$ cat config.mk
export PLATFORM = sky130hd
export DESIGN_NAME = mux8_rr_arbiter
export DESIGN_NICKNAME = d
export VERILOG_FILES = /design/src/rtl/mux_arb_pkg.sv /design/src/rtl/mux8_1.sv /design/src/rtl/mux8_rr_arbiter.sv
export SDC_FILE = /design/constraint.sdc
export NUM_CORES = 1
export LEC_CHECK = 0
export CORE_MARGIN = 5
export CORE_UTILIZATION = 56
export CTS_CLUSTER_SIZE = 25
export DETAILED_ROUTE_END_ITERATION = 12
export GPL_TIMING_DRIVEN = 1
export MAX_ROUTING_LAYER = met4
export PLACE_DENSITY = 0.85
export SLEW_MARGIN = 30
export SYNTH_ARGS = -nofsm -noshare
export SYNTH_HDL_FRONTEND = slang
export SYNTH_SLANG_ARGS = --single-unit
$ cat constraint.sdc
create_clock -name clk -period 7.25 [get_ports clk]
set_clock_uncertainty 0.15 [all_clocks]
set_input_delay 2.175 -clock clk [delete_from_list [all_inputs] [get_ports clk]]
set_output_delay 2.175 -clock clk [all_outputs]
set_load 0.01 [all_outputs]
$ cat src/rtl/mux_arb_pkg.sv
// Shared types, widths and round-robin helpers for the 8-way mux arbiter.
package mux_arb_pkg;

  localparam int unsigned N_REQ = 8;
  localparam int unsigned SEL_W = 3;

  typedef enum logic {
    IDLE  = 1'b0,
    GRANT = 1'b1
  } arb_state_e;

  typedef struct packed {
    logic             found;
    logic [SEL_W-1:0] idx;
  } rr_pick_t;

  // First set bit of req scanning ptr, ptr+1, ... ptr+7 (mod 8).
  function automatic rr_pick_t rr_next(input logic [N_REQ-1:0] req,
                                       input logic [SEL_W-1:0] ptr);
    rr_pick_t         r;
    logic [SEL_W-1:0] i;
    r = '0;
    // Scan from the far end so the closest match to ptr is written last.
    for (int k = N_REQ - 1; k >= 0; k--) begin
      i = ptr + SEL_W'(k);
      if (req[i]) begin
        r.found = 1'b1;
        r.idx   = i;
      end
    end
    return r;
  endfunction

  function automatic logic [N_REQ-1:0] onehot(input logic [SEL_W-1:0] idx);
    return N_REQ'(1) << idx;
  endfunction

endpackage

$ cat src/rtl/mux8_1.sv
// 8:1 single-bit datapath mux driven by the arbiter's select.
import mux_arb_pkg::*;

module mux8_1 (
  input  logic [N_REQ-1:0] d,
  input  logic [SEL_W-1:0] sel,
  output logic             y
);

  assign y = d[sel];

endmodule

$ cat src/rtl/mux8_rr_arbiter.sv
// Round-robin arbiter in front of an 8:1 mux; optional hold limit with
// forced rotation is compiled in when MUX_ARB_HOLD_EN is defined.
import mux_arb_pkg::*;

module mux8_rr_arbiter #(
  parameter int unsigned MAX_HOLD = 4,
  parameter int unsigned CNT_W    = 4
) (
  input  logic             clk,
  input  logic             rst,
  input  logic [N_REQ-1:0] req,
  input  logic [N_REQ-1:0] d,
  output logic [N_REQ-1:0] gnt,
  output logic [SEL_W-1:0] sel,
  output logic             y,
  output logic             y_valid
);

  if (MAX_HOLD < 1 || MAX_HOLD > 15 || (2 ** CNT_W) <= MAX_HOLD) begin : g_bad_cfg
    $error("mux8_rr_arbiter: MAX_HOLD must be 1..15 and fit in CNT_W bits");
  end

  arb_state_e       state;
  logic [SEL_W-1:0] ptr;
  logic [SEL_W-1:0] ptr_after;
  logic [N_REQ-1:0] others;
  rr_pick_t         pick_idle;
  rr_pick_t         pick_next;

  // Candidates: fresh arbitration from ptr, or handover past the current owner.
  always_comb begin
    ptr_after = sel + SEL_W'(1);
    others    = req & ~gnt;
    pick_idle = rr_next(req, ptr);
    pick_next = rr_next(others, ptr_after);
  end

`ifdef MUX_ARB_HOLD_EN
  logic [CNT_W-1:0] hold_cnt;
  logic             hold_limit;

  always_comb hold_limit = (hold_cnt == CNT_W'(MAX_HOLD - 1));
`endif

  always_ff @(posedge clk) begin
    if (rst) begin
      state   <= IDLE;
      gnt     <= '0;
      sel     <= '0;
      y_valid <= 1'b0;
      ptr     <= '0;
`ifdef MUX_ARB_HOLD_EN
      hold_cnt <= '0;
`endif
    end else begin
      case (state)
        IDLE: begin
          if (pick_idle.found) begin
            state   <= GRANT;
            gnt     <= onehot(pick_idle.idx);
            sel     <= pick_idle.idx;
            y_valid <= 1'b1;
`ifdef MUX_ARB_HOLD_EN
            hold_cnt <= '0;
`endif
          end
        end
        GRANT: begin
          if (!req[sel]) begin
            // Release: hand over without a bubble, or go idle keeping sel.
            ptr <= ptr_after;
            if (pick_next.found) begin
              gnt <= onehot(pick_next.idx);
              sel <= pick_next.idx;
`ifdef MUX_ARB_HOLD_EN
              hold_cnt <= '0;
`endif
            end else begin
              state   <= IDLE;
              gnt     <= '0;
              y_valid <= 1'b0;
            end
          end
`ifdef MUX_ARB_HOLD_EN
          else if (hold_limit) begin
            // Forced rotation only if someone else is waiting.
            hold_cnt <= '0;
            if (pick_next.found) begin
              ptr <= ptr_after;
              gnt <= onehot(pick_next.idx);
              sel <= pick_next.idx;
            end
          end else begin
            hold_cnt <= hold_cnt + CNT_W'(1);
          end
`endif
        end
        default: begin
          state   <= IDLE;
          gnt     <= '0;
          y_valid <= 1'b0;
        end
      endcase
    end
  end

  mux8_1 u_mux (
    .d  (d),
    .sel(sel),
    .y  (y)
  );

endmodule

=== Word-level counts from Yosys, hierarchy flattened ===
Cells that the tools add are included.

* Bits in registers: 16
* Input port bits: 18
* Word-level logic and storage cells: 119
* Output and inout bits: 13

* Multiplexer cells: 68
* $lt $le $gt $ge: 17
* Bitwise logic cells: 4
* $add $sub $neg: 15
* Shift-type cells: 2
* Reductions and logical operators: 4
* Equal/unequal tests: 4

{| class="wikitable"
|+ Operators by type and width
! operator !! number
|-
| 3-bit by 4-bit less-than comparator with 1-bit output (second input constant) || 17
|-
| 4-bit 2-to-1 mux || 16
|-
| 1-bit binary-select mux with 3-bit select || 18
|-
| 3-bit adder (second input constant) || 8
|-
| 1-bit 2-to-1 mux || 24
|-
| 8-bit 2-to-1 mux || 3
|-
| 8-bit one-hot mux with 2 select lines || 1
|-
| 1-bit by 3-bit left shift with 8-bit output (first input constant) || 2
|-
| 3-bit by 2-bit adder with 3-bit output (second input constant) || 4
|-
| 3-bit by 1-bit adder with 3-bit output (second input constant) || 3
|-
| 3-bit 2-to-1 mux || 3
|-
| 8-bit AND || 1
|-
| 8-bit NOT || 1
|-
| 2-bit != test (second input constant) || 3
|-
| 3-bit one-hot mux with 2 select lines || 1
|-
| 3-bit AND reduction || 2
|-
| 1-bit one-hot mux with 2 select lines || 2
|-
| 2-bit AND reduction || 2
|-
| 2-bit by 1-bit != test with 1-bit output (second input constant) || 1
|-
| 1-bit NOT || 2
|}

=== Depth between registers and ports, before layout ===
* Word-level depth: 16
* Gate-level depth with buffers: 14

=== By module ===
A second synthesis with hierarchy kept.

* Cells, all modules: 344
* Area, all modules: 3136.8 sq um

{| class="wikitable"
|+ By module, submodules not included
! module !! area each (sq um) !! instances !! sequential area each (sq um) !! cells each
|-
| mux8_rr_arbiter || 3072.9 || 1 || 320.3 || 341
|-
| mux8_1 || 63.8 || 1 || 0.0 || 3
|}

=== Worst setup path after synthesis ===
Ideal clock, no wire load.

* Kind: in2out
* From: input d[7]
* To: output y
* Buffers on the path: 0
* Arrival time: 2904 ps
* Data required time: 4925 ps
* Stages: 2
* Setup slack: 2021 ps
* Path through: mux4_2 -> mux2_2

* Cells in the longest elaborated chain, start to end: 2

{| class="wikitable"
|+ RTL lines
! what !! RTL line !! source
|-
| start: declaration || mux8_rr_arbiter.sv:12 || <nowiki>input logic [N_REQ-1:0] d,</nowiki>
|-
| 1-bit binary-select mux with 3-bit select || mux8_1.sv:10 || <nowiki>assign y = d[sel];</nowiki>
|-
| 1-bit 2-to-1 mux (not written as such) || mux8_1.sv:10 ||
|-
| end: declaration || mux8_rr_arbiter.sv:15 || <nowiki>output logic y,</nowiki>
|}

Every way passes these cells. The select of a mux whose other input is x is not followed.

=== Worst setup path after layout ===
* From: input d[5]
* To: output y

Same word-level chain as after synthesis.

==> results by group <==
Placement
  • HPWL after DPL: 6194 µm
  • Port Buffers: 30
  • Placed cells: 437
  • Dpl cell area: 0.003262 mm²
  • GPL Wtd Cong: 0.9939

Drt
  • Met2 WL: 4006 µm
  • Drt drc: 0
  • Initial drt markers: 306
  • Post-DRT Antenna Nets: 0
  • Top layer in use: met4
  • Vias: 3089
  • Wl on met1: 3638 µm
  • Final wirelength: 8435 µm
  • DR WL met3: 657 µm
  • Via/cell ratio: 7.005
  • Drt wl/cell: 19.13 µm
  • Detailed Routing Iterations Pass 1: 5

Job
  • Max-Cap Viols: 0

Clock tree
  • Post-CTS Setup Inserts: 0
  • Cts bufs inserted: 3
  • Clock sink count: 16
  • Root buffer cell: clkbuf_8
  • CTS max path bufs: 2
  • CTS HTree Levels: 1
  • TritonCTS clock tree: built
  • Clock latency on the worst-skew pair: 0.25 ns
  • Worst-path clk slew: 0.06 ns
  • Post-cts hold buffer count: 0
  • PostCTS Resize Cnt: 0

Timing
  • Fin crit period: 6.112 ns
  • Worst hold slack: 0.3608 ns
  • RSZ-0062 raised after global routing: no
  • # setup viols final: 0
  • TNS Setup: 0 ns
  • Period utilization: 0.8431
  • Slew headroom: 0.4336
  • Hold Vio Cnt, Final: 0
  • Fmax: 0.1636 GHz
  • Final Slew Violations: 0
  • Pin slew with the least headroom to its limit: 0.8485 ns

Critical path
  • CP max-delay cell: clkdlybuf4s50_1
  • Crit-path leading delay family: buffers and inverters
  • CP Class: primary input to primary output
  • R2R depth: 12
  • Most frequent cell on the critical path: clkdlybuf4s50_1
  • Slowest cell delay on critical path: 0.48 ns
  • Flop-to-flop setup slack: 2.67 ns
  • Crit. End Element: primary output
  • CP startpoint kind: primary input
  • Reg2Reg Capture Point: sel[0]$_SDFFE_PP0P_
  • Worst EP arrival: 3.79 ns
  • Worst path cell trace: clkdlybuf4s50_1 -> mux4_2 -> mux2_2 -> clkdlybuf4s50_1
  • Reg-to-reg critical path startpoint: sel[0]$_SDFFE_PP0P_
  • Buffers plus inverters on the worst setup path: 2
  • Crit Path Max Fanout: 1
  • Worst path required time: 4.93 ns

Min path
  • Min-delay src: y_valid$_SDFFE_PP0P_
  • Hold Path Cell Cnt: 2
  • Hold crit path type: flip-flop to flip-flop
  • Worst Hold End: y_valid$_SDFFE_PP0P_

Finish
  • Antenna diodes: 0
  • Layout cells sized above 1: 0.1375
  • Layout net count: 394
  • Final Non-Filler Cells: 441
  • FILL cells: 460
  • Final Cell Area: 0.003317 mm²
  • Area Overhead vs Synth: 11.72%

Global routing
  • Total GRT Usage: 0.2374
  • Initial antenna violation count: 0
  • Grt total ovfl: 0
  • Pin count of the biggest net entering global routing: 30
  • First-pass GRT wire length: 13680 µm
  • Vias in the first global route: 2787

Floorplanning
  • Die footprint: 0.006858 mm²
  • Initial Util: 0.5777
  • IO Pins: 31
  • Core Area: 0.005140 mm²
  • Die H: 82.82 µm
  • Die Wd: 82.82 µm
  • Row cnt: 26

Yosys
  • Post-Synthesis Cells: 361
  • Yosys warns: 0
  • Cell variety after synth: 78
  • Mapped cell area: 0.002969 mm²
  • Synth top cells by count: nor2_1, a21oi_1, nand2_1
  • Synth top area share: 0.1290
  • Top post-synthesis cells by area: mux4_2, dfxtp_1, a21oi_1, mux2_2, nor2_1
  • Asr flop ratio synth: 0
  • Prevailing post-synth register cell: dfxtp_1
  • Synth Area per Inst: 8.225 µm²
  • Synth Register Bits: 16
  • Synth Net Count: 383
  • Sequential area share after synthesis: 0.1079
  • Synth area leader: mux4_2
  • Most frequent cell after synthesis: nor2_1
  • Post-synth EDFFs: 0

Pwr
  • PD cells: 485.8 mW/mm²
  • Maximum vdd ir drop: 0.0002620 V
  • Static leakage: 1.174 nW
  • Pwr Total: 1.611 mW

Outcome
  • Outcome: completed
## cells in the final DEF, fill, tap and decap left out, types with 4 or more instances in the layout
cell type	n
clkdlybuf4s50_1	30
nor2_1	26
nand2_1	23
a21oi_1	23
mux4_2	17
dfxtp_1	16
inv_1	15
nor2b_1	13
o21ai_0	12
nor3_1	12
nand2b_1	11
o211ai_1	11
mux2_2	9
mux2i_1	9
a211oi_1	8
nor3b_1	7
nand3_1	7
and3b_1	6
nand4_1	5
o22ai_1	5
nand3b_1	4
a21o_1	4
a311oi_1	4
a211o_1	4
ha_1	4
clkbuf_8	4
## layer usage
layer / up-vias / GRT usage
met5: - / -
met4: 0 / 0.06389
met3: 19 / 0.03564
met2: 167 / 0.3622
met1: 1466 / 0.3292
li1: 1437 / -
## worst reg2reg max path, stage by stage (launching register included)
cell and delay (ns):
dfxtp_1 0.61, buf_4 0.35, inv_2 0.18, ha_1 0.35, buf_4 0.24, and4b_1 0.23, nor4_2 0.58, nand2_1 0.12
nor4_1 0.53, nor2_1 0.16, o21ai_0 0.60, a21oi_1 0.09, a221oi_1 0.30
## flip-flops by register name (all words and copies together) (netlist names)
| signal | count |
|---|---|
| gnt | 8 |
| sel | 3 |
| y_valid | 1 |
| ptr | 3 |
| state | 1 |
## cell families after synthesis
logic type / share of synthesized area
fa+ha+maj: 0.01686
compound gates: 0.2781
simple gates: 0.2587
buf+inv: 0.05983
flops: 0.1079
xor+xnor: 0.03666
mux: 0.2419
## report_power, final
group | switching, mW | internal (mW)
Sequential | 0.0918 | 0.120
Combinational | 0.740 | 0.580
Clock | 0.0310 | 0.0482
## metrics by stage
stage,utilization,setup slack [ns]
after floorplan,-,2.021
after global placement,0.6346,1.160
after detailed placement,0.6346,1.139
after CTS,0.6453,1.138
after global routing,0.6453,1.077
final,0.6453,1.138
## final cells by class
type                            instances  area [µm²]  share of cell area
Timing Repair Buffer                   33       322.8             0.09732
Tap cell                               70       87.58             0.02641
Clock buffer                            4       55.05             0.01660
Inverter                               16       60.06             0.01811
Multi-Input combinational cell        302        2471              0.7450
Sequential cell                        16       320.3             0.09657
## worst max path at each step
| stage | cells past startpoint | from | slack (ns) | endpoint |
|---|---|---|---|---|
| after floorplan | 2 | d[7] | 2.02 | y |
| after global placement | 4 | d[7] | 1.16 | y |
| after detailed placement | 4 | d[5] | 1.14 | y |
| after CTS | 4 | d[5] | 1.14 | y |
| after global routing | 4 | d[7] | 1.08 | y |
| final | 4 | d[5] | 1.14 | y |
Note: power is estimated with default switching activity, not from simulation.
